File: src/rtl/seq_chunk_adder_pkg.sv
// Shared types and elaboration helpers for the multi-cycle chunked adder.
package seq_adder_pkg;

   typedef enum logic [1:0] {IDLE, RUN, DONE} state_t;

   function automatic int unsigned nchunks(input int unsigned width, input int unsigned chunk);
      return width / chunk;
   endfunction

   // Elaboration-time guard: operands must split into whole chunks.
   function automatic bit chunk_fits(input int unsigned width, input int unsigned chunk);
      return (chunk != 0) && (width % chunk == 0);
   endfunction

endpackage

File: src/rtl/seq_chunk_adder_if.sv
// Request/result bundle for seq_chunk_adder: operands and start in, result and status out.
interface seq_chunk_adder_if #(parameter int unsigned WIDTH = 32);

   logic             start;
   logic             sub;
   logic [WIDTH-1:0] x;
   logic [WIDTH-1:0] y;
   logic             cin;
   logic             busy;
   logic             done;
   logic [WIDTH-1:0] sum;
   logic             cout;
   logic             overflow;

   modport master (output start, sub, x, y, cin,
                   input  busy, done, sum, cout, overflow);

   modport slave  (input  start, sub, x, y, cin,
                   output busy, done, sum, cout, overflow);

endinterface

File: src/rtl/seq_chunk_adder_chunk.sv
// Combinational W-bit ripple-carry adder used once per cycle on one operand chunk.
module chunk_adder #(parameter int unsigned W = 8) (
   input  logic [W-1:0] a,
   input  logic [W-1:0] b,
   input  logic         ci,
   output logic [W-1:0] s,
   output logic         co
);

   logic c;

   always_comb begin
      s = '0;
      c = ci;
      for (int unsigned i = 0; i < W; i++) begin
         s[i] = a[i] ^ b[i] ^ c;
         c    = (a[i] & b[i]) | (c & (a[i] ^ b[i]));
      end
      co = c;
   end

endmodule

File: src/rtl/seq_chunk_adder.sv
// Sequential adder/subtractor: CHUNK bits per clock, LS chunk first, carry held between chunks.
module seq_chunk_adder
   import seq_adder_pkg::*;
#(
   parameter int unsigned WIDTH = 32,
   parameter int unsigned CHUNK = 8
) (
   input logic              clk,
   input logic              rst_n,
   seq_chunk_adder_if.slave bus
);

   localparam int unsigned     N    = nchunks(WIDTH, CHUNK);
   localparam int unsigned     IDXW = (N > 1) ? $clog2(N) : 1;
   localparam logic [IDXW-1:0] LAST = IDXW'(N - 1);

   if (!chunk_fits(WIDTH, CHUNK)) begin : g_width_check
      $error("seq_chunk_adder: WIDTH must be a non-zero multiple of CHUNK");
   end

   state_t           state;
   logic [WIDTH-1:0] a, b, psum, nxt_psum;
   logic             carry;
   logic [IDXW-1:0]  idx;
   logic [CHUNK-1:0] ca, cb, cs;
   logic             cco;
   logic             busy_r, done_r, cout_r, ovf_r;
   logic [WIDTH-1:0] sum_r;

   always_comb begin
      ca = a[idx*CHUNK +: CHUNK];
      cb = b[idx*CHUNK +: CHUNK];
   end

   chunk_adder #(.W(CHUNK)) u_chunk (
      .a  (ca),
      .b  (cb),
      .ci (carry),
      .s  (cs),
      .co (cco)
   );

   // Partial sum with the current chunk merged in, so the last edge can publish it directly.
   always_comb begin
      nxt_psum = psum;
      nxt_psum[idx*CHUNK +: CHUNK] = cs;
   end

   always_ff @(posedge clk or negedge rst_n) begin
      if (!rst_n) begin
         state  <= IDLE;
         a      <= '0;
         b      <= '0;
         psum   <= '0;
         carry  <= 1'b0;
         idx    <= '0;
         busy_r <= 1'b0;
         done_r <= 1'b0;
         sum_r  <= '0;
         cout_r <= 1'b0;
         ovf_r  <= 1'b0;
      end else begin
         case (state)
            IDLE, DONE: begin
               done_r <= 1'b0;
               if (bus.start) begin
                  a      <= bus.x;
                  b      <= bus.sub ? ~bus.y : bus.y;
                  carry  <= bus.sub | bus.cin;
                  idx    <= '0;
                  busy_r <= 1'b1;
                  state  <= RUN;
               end else begin
                  state  <= IDLE;
               end
            end
            RUN: begin
               psum  <= nxt_psum;
               carry <= cco;
               if (idx == LAST) begin
                  sum_r  <= nxt_psum;
                  cout_r <= cco;
                  ovf_r  <= (a[WIDTH-1] == b[WIDTH-1]) && (nxt_psum[WIDTH-1] != a[WIDTH-1]);
                  idx    <= '0;
                  busy_r <= 1'b0;
                  done_r <= 1'b1;
                  state  <= DONE;
               end else begin
                  idx <= idx + 1'b1;
               end
            end
            default: state <= IDLE;
         endcase
      end
   end

   assign bus.busy     = busy_r;
   assign bus.done     = done_r;
   assign bus.sum      = sum_r;
   assign bus.cout     = cout_r;
   assign bus.overflow = ovf_r;

endmodule

File: src/flat_wrapper.sv
// flat-port wrapper written by rule: the top's interface ports become plain ports
module seq_chunk_adder_flat import seq_adder_pkg::*;
#(
   parameter int unsigned WIDTH = 32,
   parameter int unsigned CHUNK = 8
)
  (clk, rst_n, bus_start, bus_sub, bus_x, bus_y, bus_cin, bus_busy, bus_done, bus_sum, bus_cout, bus_overflow);
  seq_chunk_adder_if #(.WIDTH(WIDTH)) bus_i ();
  input logic clk;
  input logic rst_n;
  input wire logic [$bits(bus_i.start)-1:0] bus_start;
  input wire logic [$bits(bus_i.sub)-1:0] bus_sub;
  input wire logic [$bits(bus_i.x)-1:0] bus_x;
  input wire logic [$bits(bus_i.y)-1:0] bus_y;
  input wire logic [$bits(bus_i.cin)-1:0] bus_cin;
  output wire logic [$bits(bus_i.busy)-1:0] bus_busy;
  output wire logic [$bits(bus_i.done)-1:0] bus_done;
  output wire logic [$bits(bus_i.sum)-1:0] bus_sum;
  output wire logic [$bits(bus_i.cout)-1:0] bus_cout;
  output wire logic [$bits(bus_i.overflow)-1:0] bus_overflow;
  assign bus_i.start = bus_start;
  assign bus_i.sub = bus_sub;
  assign bus_i.x = bus_x;
  assign bus_i.y = bus_y;
  assign bus_i.cin = bus_cin;
  assign bus_busy = bus_i.busy;
  assign bus_done = bus_i.done;
  assign bus_sum = bus_i.sum;
  assign bus_cout = bus_i.cout;
  assign bus_overflow = bus_i.overflow;
  seq_chunk_adder #(.WIDTH(WIDTH), .CHUNK(CHUNK)) u_core (.clk(clk), .rst_n(rst_n), .bus(bus_i));
endmodule
File: config.mk
export PLATFORM = sky130hd
export DESIGN_NAME = seq_chunk_adder_flat
export DESIGN_NICKNAME = d
export VERILOG_FILES = /design/src/rtl/seq_chunk_adder_pkg.sv /design/src/rtl/seq_chunk_adder_if.sv /design/src/rtl/seq_chunk_adder_chunk.sv /design/src/rtl/seq_chunk_adder.sv /design/src/flat_wrapper.sv
export SDC_FILE = /design/constraint.sdc
export NUM_CORES = 1
export LEC_CHECK = 0
export CAP_MARGIN = 5
export CORE_MARGIN = 2
export CORE_UTILIZATION = 29
export DETAILED_ROUTE_END_ITERATION = 16
export PLACE_DENSITY = 0.52
export REMOVE_ABC_BUFFERS = 1
export SYNTH_ARGS = -nofsm -noshare
export SYNTH_HDL_FRONTEND = slang
export SYNTH_SLANG_ARGS = --single-unit
File: constraint.sdc
create_clock -name clk -period 6.8 [get_ports clk]
set_input_delay 1.36 -clock clk [delete_from_list [all_inputs] [get_ports clk]]
set_output_delay 1.36 -clock clk [all_outputs]
set_load 0.005 [all_outputs]
==> impl_results.html <==
<table>
<tr><th>Metric</th><th>Value</th></tr>
<tr><th colspan="2">Drt</th></tr>
<tr><td>Routed via count divided by cell count</td><td>around 4.6</td></tr>
<tr><td>Total via count after detailed routing</td><td>roughly 4600</td></tr>
<tr><td>DRT iter0 DRCs</td><td>369</td></tr>
<tr><td>First drt pass iteration count</td><td>4</td></tr>
<tr><td>Remaining DRCs</td><td>0</td></tr>
<tr><td>WL per Instance</td><td>between 15 and 20 um</td></tr>
<tr><td>Post-route antenna net violation count</td><td>0</td></tr>
<tr><td>Total detailed-routing wirelength</td><td>15.29 mm</td></tr>
<tr><th colspan="2">Timing</th></tr>
<tr><td>Worst slack on hold paths</td><td>0.4717 ns</td></tr>
<tr><td>Fin crit share</td><td>roughly 70%</td></tr>
<tr><td>Max Slew Vio Count</td><td>0</td></tr>
<tr><td>Post-route minimum period</td><td>about 4.7 ns</td></tr>
<tr><td>Slack of the critical path</td><td>approximately 2.1 ns</td></tr>
<tr><td>Summed negative setup slack over all endpoints</td><td>0 ns</td></tr>
<tr><td>Final setup violating endpoints</td><td>0</td></tr>
<tr><td>Final hold vios</td><td>0</td></tr>
<tr><td>Clk_skew</td><td>roughly 0.016 ns</td></tr>
<tr><td>Slew HR</td><td>39.48%</td></tr>
<tr><td>RSZ-0062 raised after global routing</td><td>no</td></tr>
<tr><td>Highest Clock Rate</td><td>~210 MHz</td></tr>
<tr><td>Transition at the pin with the smallest max-transition slack</td><td>0.9078 ns</td></tr>
<tr><th colspan="2">Global routing</th></tr>
<tr><td>Pin count of the biggest net entering global routing</td><td>100</td></tr>
<tr><td>Leftover overflow at the end of global routing</td><td>0</td></tr>
<tr><td>Antenna violations before repair</td><td>0</td></tr>
<tr><td>Wire length of the first global-routing pass</td><td>around 26 mm</td></tr>
<tr><td>Number of global-route vias before repair</td><td>4742</td></tr>
<tr><td>Global-route usage over all layers</td><td>between 10% and 20%</td></tr>
<tr><th colspan="2">Setup path</th></tr>
<tr><td>Type of the worst setup path</td><td>register to register</td></tr>
<tr><td>Crit start category</td><td>register</td></tr>
<tr><td>Worst-path fanout max</td><td>25</td></tr>
<tr><td>Setup slack, reg-to-reg</td><td>approximately 2.1 ns</td></tr>
<tr><td>Category of the worst setup path capture point</td><td>register</td></tr>
<tr><td>Critical register-to-register path endpoint</td><td>u_core.bus.overflow</td></tr>
<tr><td>Required time of the critical path</td><td>~7.2 ns</td></tr>
<tr><td>Cell type with the highest occurrence count on the critical path</td><td>sky130_fd_sc_hd__fa_1</td></tr>
<tr><td>Series of cell instances along the critical path</td><td>buf_4, mux4_2, inv_1, fa_1, fa_1, fa_1, fa_1, inv_1, fa_1, inv_1, fa_1, inv_1, fa_1, a2111o_1, nand3_1</td></tr>
<tr><td>Worst reg2reg path depth</td><td>15</td></tr>
<tr><td>Startpoint of the most critical register-to-register path</td><td>u_core.idx[0]</td></tr>
<tr><td>Sum of buffers and inverters on the critical path</td><td>5</td></tr>
<tr><td>Worst path arrival time</td><td>5.01 ns</td></tr>
<tr><td>Delay of the slowest cell on the worst path</td><td>0.56 ns</td></tr>
<tr><td>Category of cells accounting for the largest share of critical-path delay</td><td>adder cells</td></tr>
<tr><td>Worst-path cell with the longest stage delay</td><td>sky130_fd_sc_hd__fa_1</td></tr>
<tr><th colspan="2">Die</th></tr>
<tr><td>I/O pins</td><td>105</td></tr>
<tr><td>Number of rows created at floorplan</td><td>54</td></tr>
<tr><td>Starting Density</td><td>29.43%</td></tr>
<tr><td>Area of the placeable core</td><td>21760 sq um</td></tr>
<tr><td>Die Wd</td><td>152.6 um</td></tr>
<tr><td>Height of the chip</td><td>152.6 um</td></tr>
<tr><td>Overall die area</td><td>23280 sq um</td></tr>
<tr><th colspan="2">Yosys</th></tr>
<tr><td>Async SR Flop Fraction</td><td>100.0%</td></tr>
<tr><td>Average cell area after synthesis</td><td>10.33 sq um</td></tr>
<tr><td>Share of synthesized area occupied by flip-flops and latches</td><td>53.55%</td></tr>
<tr><td>Flip-flop and latch count after synthesis</td><td>137</td></tr>
<tr><td>Number of synthesis warnings</td><td>0</td></tr>
<tr><td>Mapped Area</td><td>6402 sq um</td></tr>
<tr><td>Main flop type after synthesis</td><td>sky130_fd_sc_hd__dfrtp_1</td></tr>
<tr><td>Yosys cell types</td><td>38</td></tr>
<tr><td>Cells after Synth</td><td>620</td></tr>
<tr><td>Post-synth EDFFs</td><td>0</td></tr>
<tr><th colspan="2">Clock tree</th></tr>
<tr><td>Hold_buf cts</td><td>0</td></tr>
<tr><td>Clock latency reported for the late side of the worst-skew pair</td><td>0.42 ns</td></tr>
<tr><td>Root buf cell</td><td>sky130_fd_sc_hd__clkbuf_16</td></tr>
<tr><td>Clock Tree Buf Depth</td><td>2</td></tr>
<tr><td>CTS clk-pin slew, worst paths</td><td>0.06 ns</td></tr>
<tr><td>CTS tree</td><td>yes</td></tr>
<tr><td>TritonCTS Buffers</td><td>17</td></tr>
<tr><td>Setup repair bufs after CTS</td><td>0</td></tr>
<tr><td>CTS Sinks</td><td>137</td></tr>
<tr><td>Cells resized by post-CTS repair</td><td>0</td></tr>
<tr><td>H-tree depth reported by CTS</td><td>4</td></tr>
<tr><th colspan="2">Final layout</th></tr>
<tr><td>Proportion of layout cells with a drive suffix above 1</td><td>between 8 and 9%</td></tr>
<tr><td>Layout overhead on the synthesized area</td><td>28.77%</td></tr>
<tr><td>Filler Cell Count</td><td>2175</td></tr>
<tr><td>Number of diodes</td><td>0</td></tr>
<tr><td>Final layout net count</td><td>792</td></tr>
<tr><td>Post-layout instance area</td><td>between 8000 and 9000 sq um</td></tr>
<tr><td>FF/Latch Area</td><td>3428 sq um</td></tr>
<tr><td>Area of the multi-input gates</td><td>2688 sq um</td></tr>
<tr><th colspan="2">Placement</th></tr>
<tr><td>Input/output buffers</td><td>104</td></tr>
<tr><td>Worst setup timing slack at the placement stage</td><td>2.110 ns</td></tr>
<tr><td>Routability Congestion</td><td>approximately 0.77</td></tr>
<tr><td>Total placed instance area</td><td>7654 sq um</td></tr>
<tr><td>Total half-perimeter wirelength after legalization and detailed placement</td><td>10.91 mm</td></tr>
<tr><th colspan="2">Outcome</th></tr>
<tr><td>Result of the run</td><td>finished, final reports clean</td></tr>
<tr><th colspan="2">Hold path</th></tr>
<tr><td>Number of stages on the worst hold path</td><td>2</td></tr>
<tr><td>Worst Hold Class</td><td>register to register</td></tr>
<tr><td>Hold wc startpoint</td><td>u_core.a[3]</td></tr>
<tr><td>Hold endpoint</td><td>u_core.a[3]</td></tr>
<tr><th colspan="2">Power</th></tr>
<tr><td>VDD IR-drop max</td><td>around 0.00023 V</td></tr>
<tr><td>Lkg Pwr</td><td>3.635 nW</td></tr>
<tr><td>Total power of the final layout</td><td>4.161 mW</td></tr>
<tr><td>Power Density</td><td>504.8 nW/um^2</td></tr>
<tr><th colspan="2">Job</th></tr>
<tr><td>Max capacitance violation total</td><td>0</td></tr>
</table>
==> cells by family (layout without fill, tap and decap cells) <==
family,after synthesis,in the layout,share of synthesized area [%]
mux,18,18,5.961
flops,137,137,53.55
xor+xnor,32,32,4.378
fa+ha+maj,14,14,3.674
compound gates,134,134,12.78
buf+inv,67,169,4.553
simple gates,218,218,15.11
==> flip-flops by register name (all words and copies together), names as in the netlist <==
name / cells
u_core.bus.done: 1
u_core.carry: 1
u_core.bus.overflow: 1
u_core.b: 32
u_core.state: 2
u_core.bus.busy: 1
u_core.idx: 2
u_core.a: 32
u_core.bus.cout: 1
u_core.bus.sum: 32
u_core.psum: 32
==> synthesized netlist by cell type (2+ instances only) <==
library cell                count  share of area (%)
sky130_fd_sc_hd__ha_1           6                1.2
sky130_fd_sc_hd__nand2_1      174                 10
sky130_fd_sc_hd__a22o_1        24                3.3
sky130_fd_sc_hd__buf_4          2               0.23
sky130_fd_sc_hd__o21ai_1       22                1.7
sky130_fd_sc_hd__xnor2_1       32                4.4
sky130_fd_sc_hd__dfrtp_1      137                 54
sky130_fd_sc_hd__buf_6          2               0.35
sky130_fd_sc_hd__nor2b_1       27                2.6
sky130_fd_sc_hd__buf_2         14                1.1
sky130_fd_sc_hd__a21oi_1       27                2.1
sky130_fd_sc_hd__nand3_1        2               0.16
sky130_fd_sc_hd__nand3b_1       2               0.23
sky130_fd_sc_hd__nand2b_1       2               0.20
sky130_fd_sc_hd__clkbuf_1      20                1.2
sky130_fd_sc_hd__inv_1         26                1.5
sky130_fd_sc_hd__nor2_1         2               0.12
sky130_fd_sc_hd__o31ai_1        2               0.23
sky130_fd_sc_hd__fa_1           8                2.5
sky130_fd_sc_hd__buf_1          3               0.18
sky130_fd_sc_hd__mux4_2        16                5.6
sky130_fd_sc_hd__o2bb2ai_1      6               0.82
sky130_fd_sc_hd__a22oi_1        6               0.70
sky130_fd_sc_hd__o21ai_0       44                3.4
==> metrics by stage <==
step | instances | utilization, %
2_1_floorplan | 579 | -
3_3_place_gp | 970 | 35.18
3_5_place_dp | 970 | 35.18
4_1_cts | 1002 | 37.89
5_1_grt | 1002 | 37.89
6_report | 1002 | 37.89
==> area by class of cell <==
class | instances | share of cell area, %
Sequential cell | 137 | 41.58
Multi-Input combinational cell | 416 | 32.60
Timing Repair Buffer | 111 | 13.22
Clock buffer | 22 | 5.752
Tap cell | 280 | 4.250
Clock inverter | 10 | 1.411
Inverter | 26 | 1.184
==> power breakdown <==
group          switching (mW)  total, mW  internal [mW]
combinational            1.17       1.92          0.750
clock                   0.342      0.911          0.570
sequential              0.191       1.33           1.14
total                    1.71       4.16           2.45
==> per-layer routing <==
| layer | global-route usage (%) | up-vias | routed length, um |
|---|---|---|---|
| met5 | 0 | - | 0 |
| met4 | 4.101 | 0 | 185 |
| met3 | 3.726 | 15 | 669 |
| met2 | 20.97 | 117 | 7008 |
| met1 | 19.42 | 2241 | 7429 |
| li1 | - | 2253 | - |
==> cell usage in the layout (no fill, tap or decap), types with 6 or more instances in the layout <==
cell,n
sky130_fd_sc_hd__a22o_1,24
sky130_fd_sc_hd__xnor2_1,32
sky130_fd_sc_hd__clkbuf_16,17
sky130_fd_sc_hd__o2bb2ai_1,6
sky130_fd_sc_hd__buf_4,7
sky130_fd_sc_hd__clkdlybuf4s50_1,102
sky130_fd_sc_hd__a21oi_1,27
sky130_fd_sc_hd__o21ai_1,22
sky130_fd_sc_hd__a22oi_1,6
sky130_fd_sc_hd__nand2_1,174
sky130_fd_sc_hd__dfrtp_1,137
sky130_fd_sc_hd__fa_1,8
sky130_fd_sc_hd__inv_1,26
sky130_fd_sc_hd__nor2b_1,26
sky130_fd_sc_hd__ha_1,6
sky130_fd_sc_hd__o21ai_0,44
sky130_fd_sc_hd__mux4_2,16
==> worst register-to-register path, delay by kind of cell, from the launching register on <==
| kind | cells | cell delay (ns) |
|---|---|---|
| AO/OA/AOI/OAI | 1 | 0.42 |
| adder cells (fa/ha/maj) | 7 | 2.72 |
| buffers and inverters | 5 | 0.68 |
| flip-flops | 1 | 0.45 |
| multiplexers | 1 | 0.30 |
| AND/OR/NAND/NOR | 1 | 0.07 |
==> worst max-delay path by stage <==
stage                   from                  end  slack, ns  cells after the start
2_1_floorplan  u_core.idx[0]  u_core.bus.overflow       1.73                     15
3_3_place_gp   u_core.idx[0]  u_core.bus.overflow       2.16                     15
3_5_place_dp   u_core.idx[0]  u_core.bus.overflow       2.11                     15
4_1_cts        u_core.idx[0]  u_core.bus.overflow       2.09                     15
5_1_grt        u_core.idx[0]  u_core.bus.overflow       1.83                     15
6_report       u_core.idx[0]  u_core.bus.overflow       2.14                     15
Note: power is estimated with default switching activity, not from simulation.
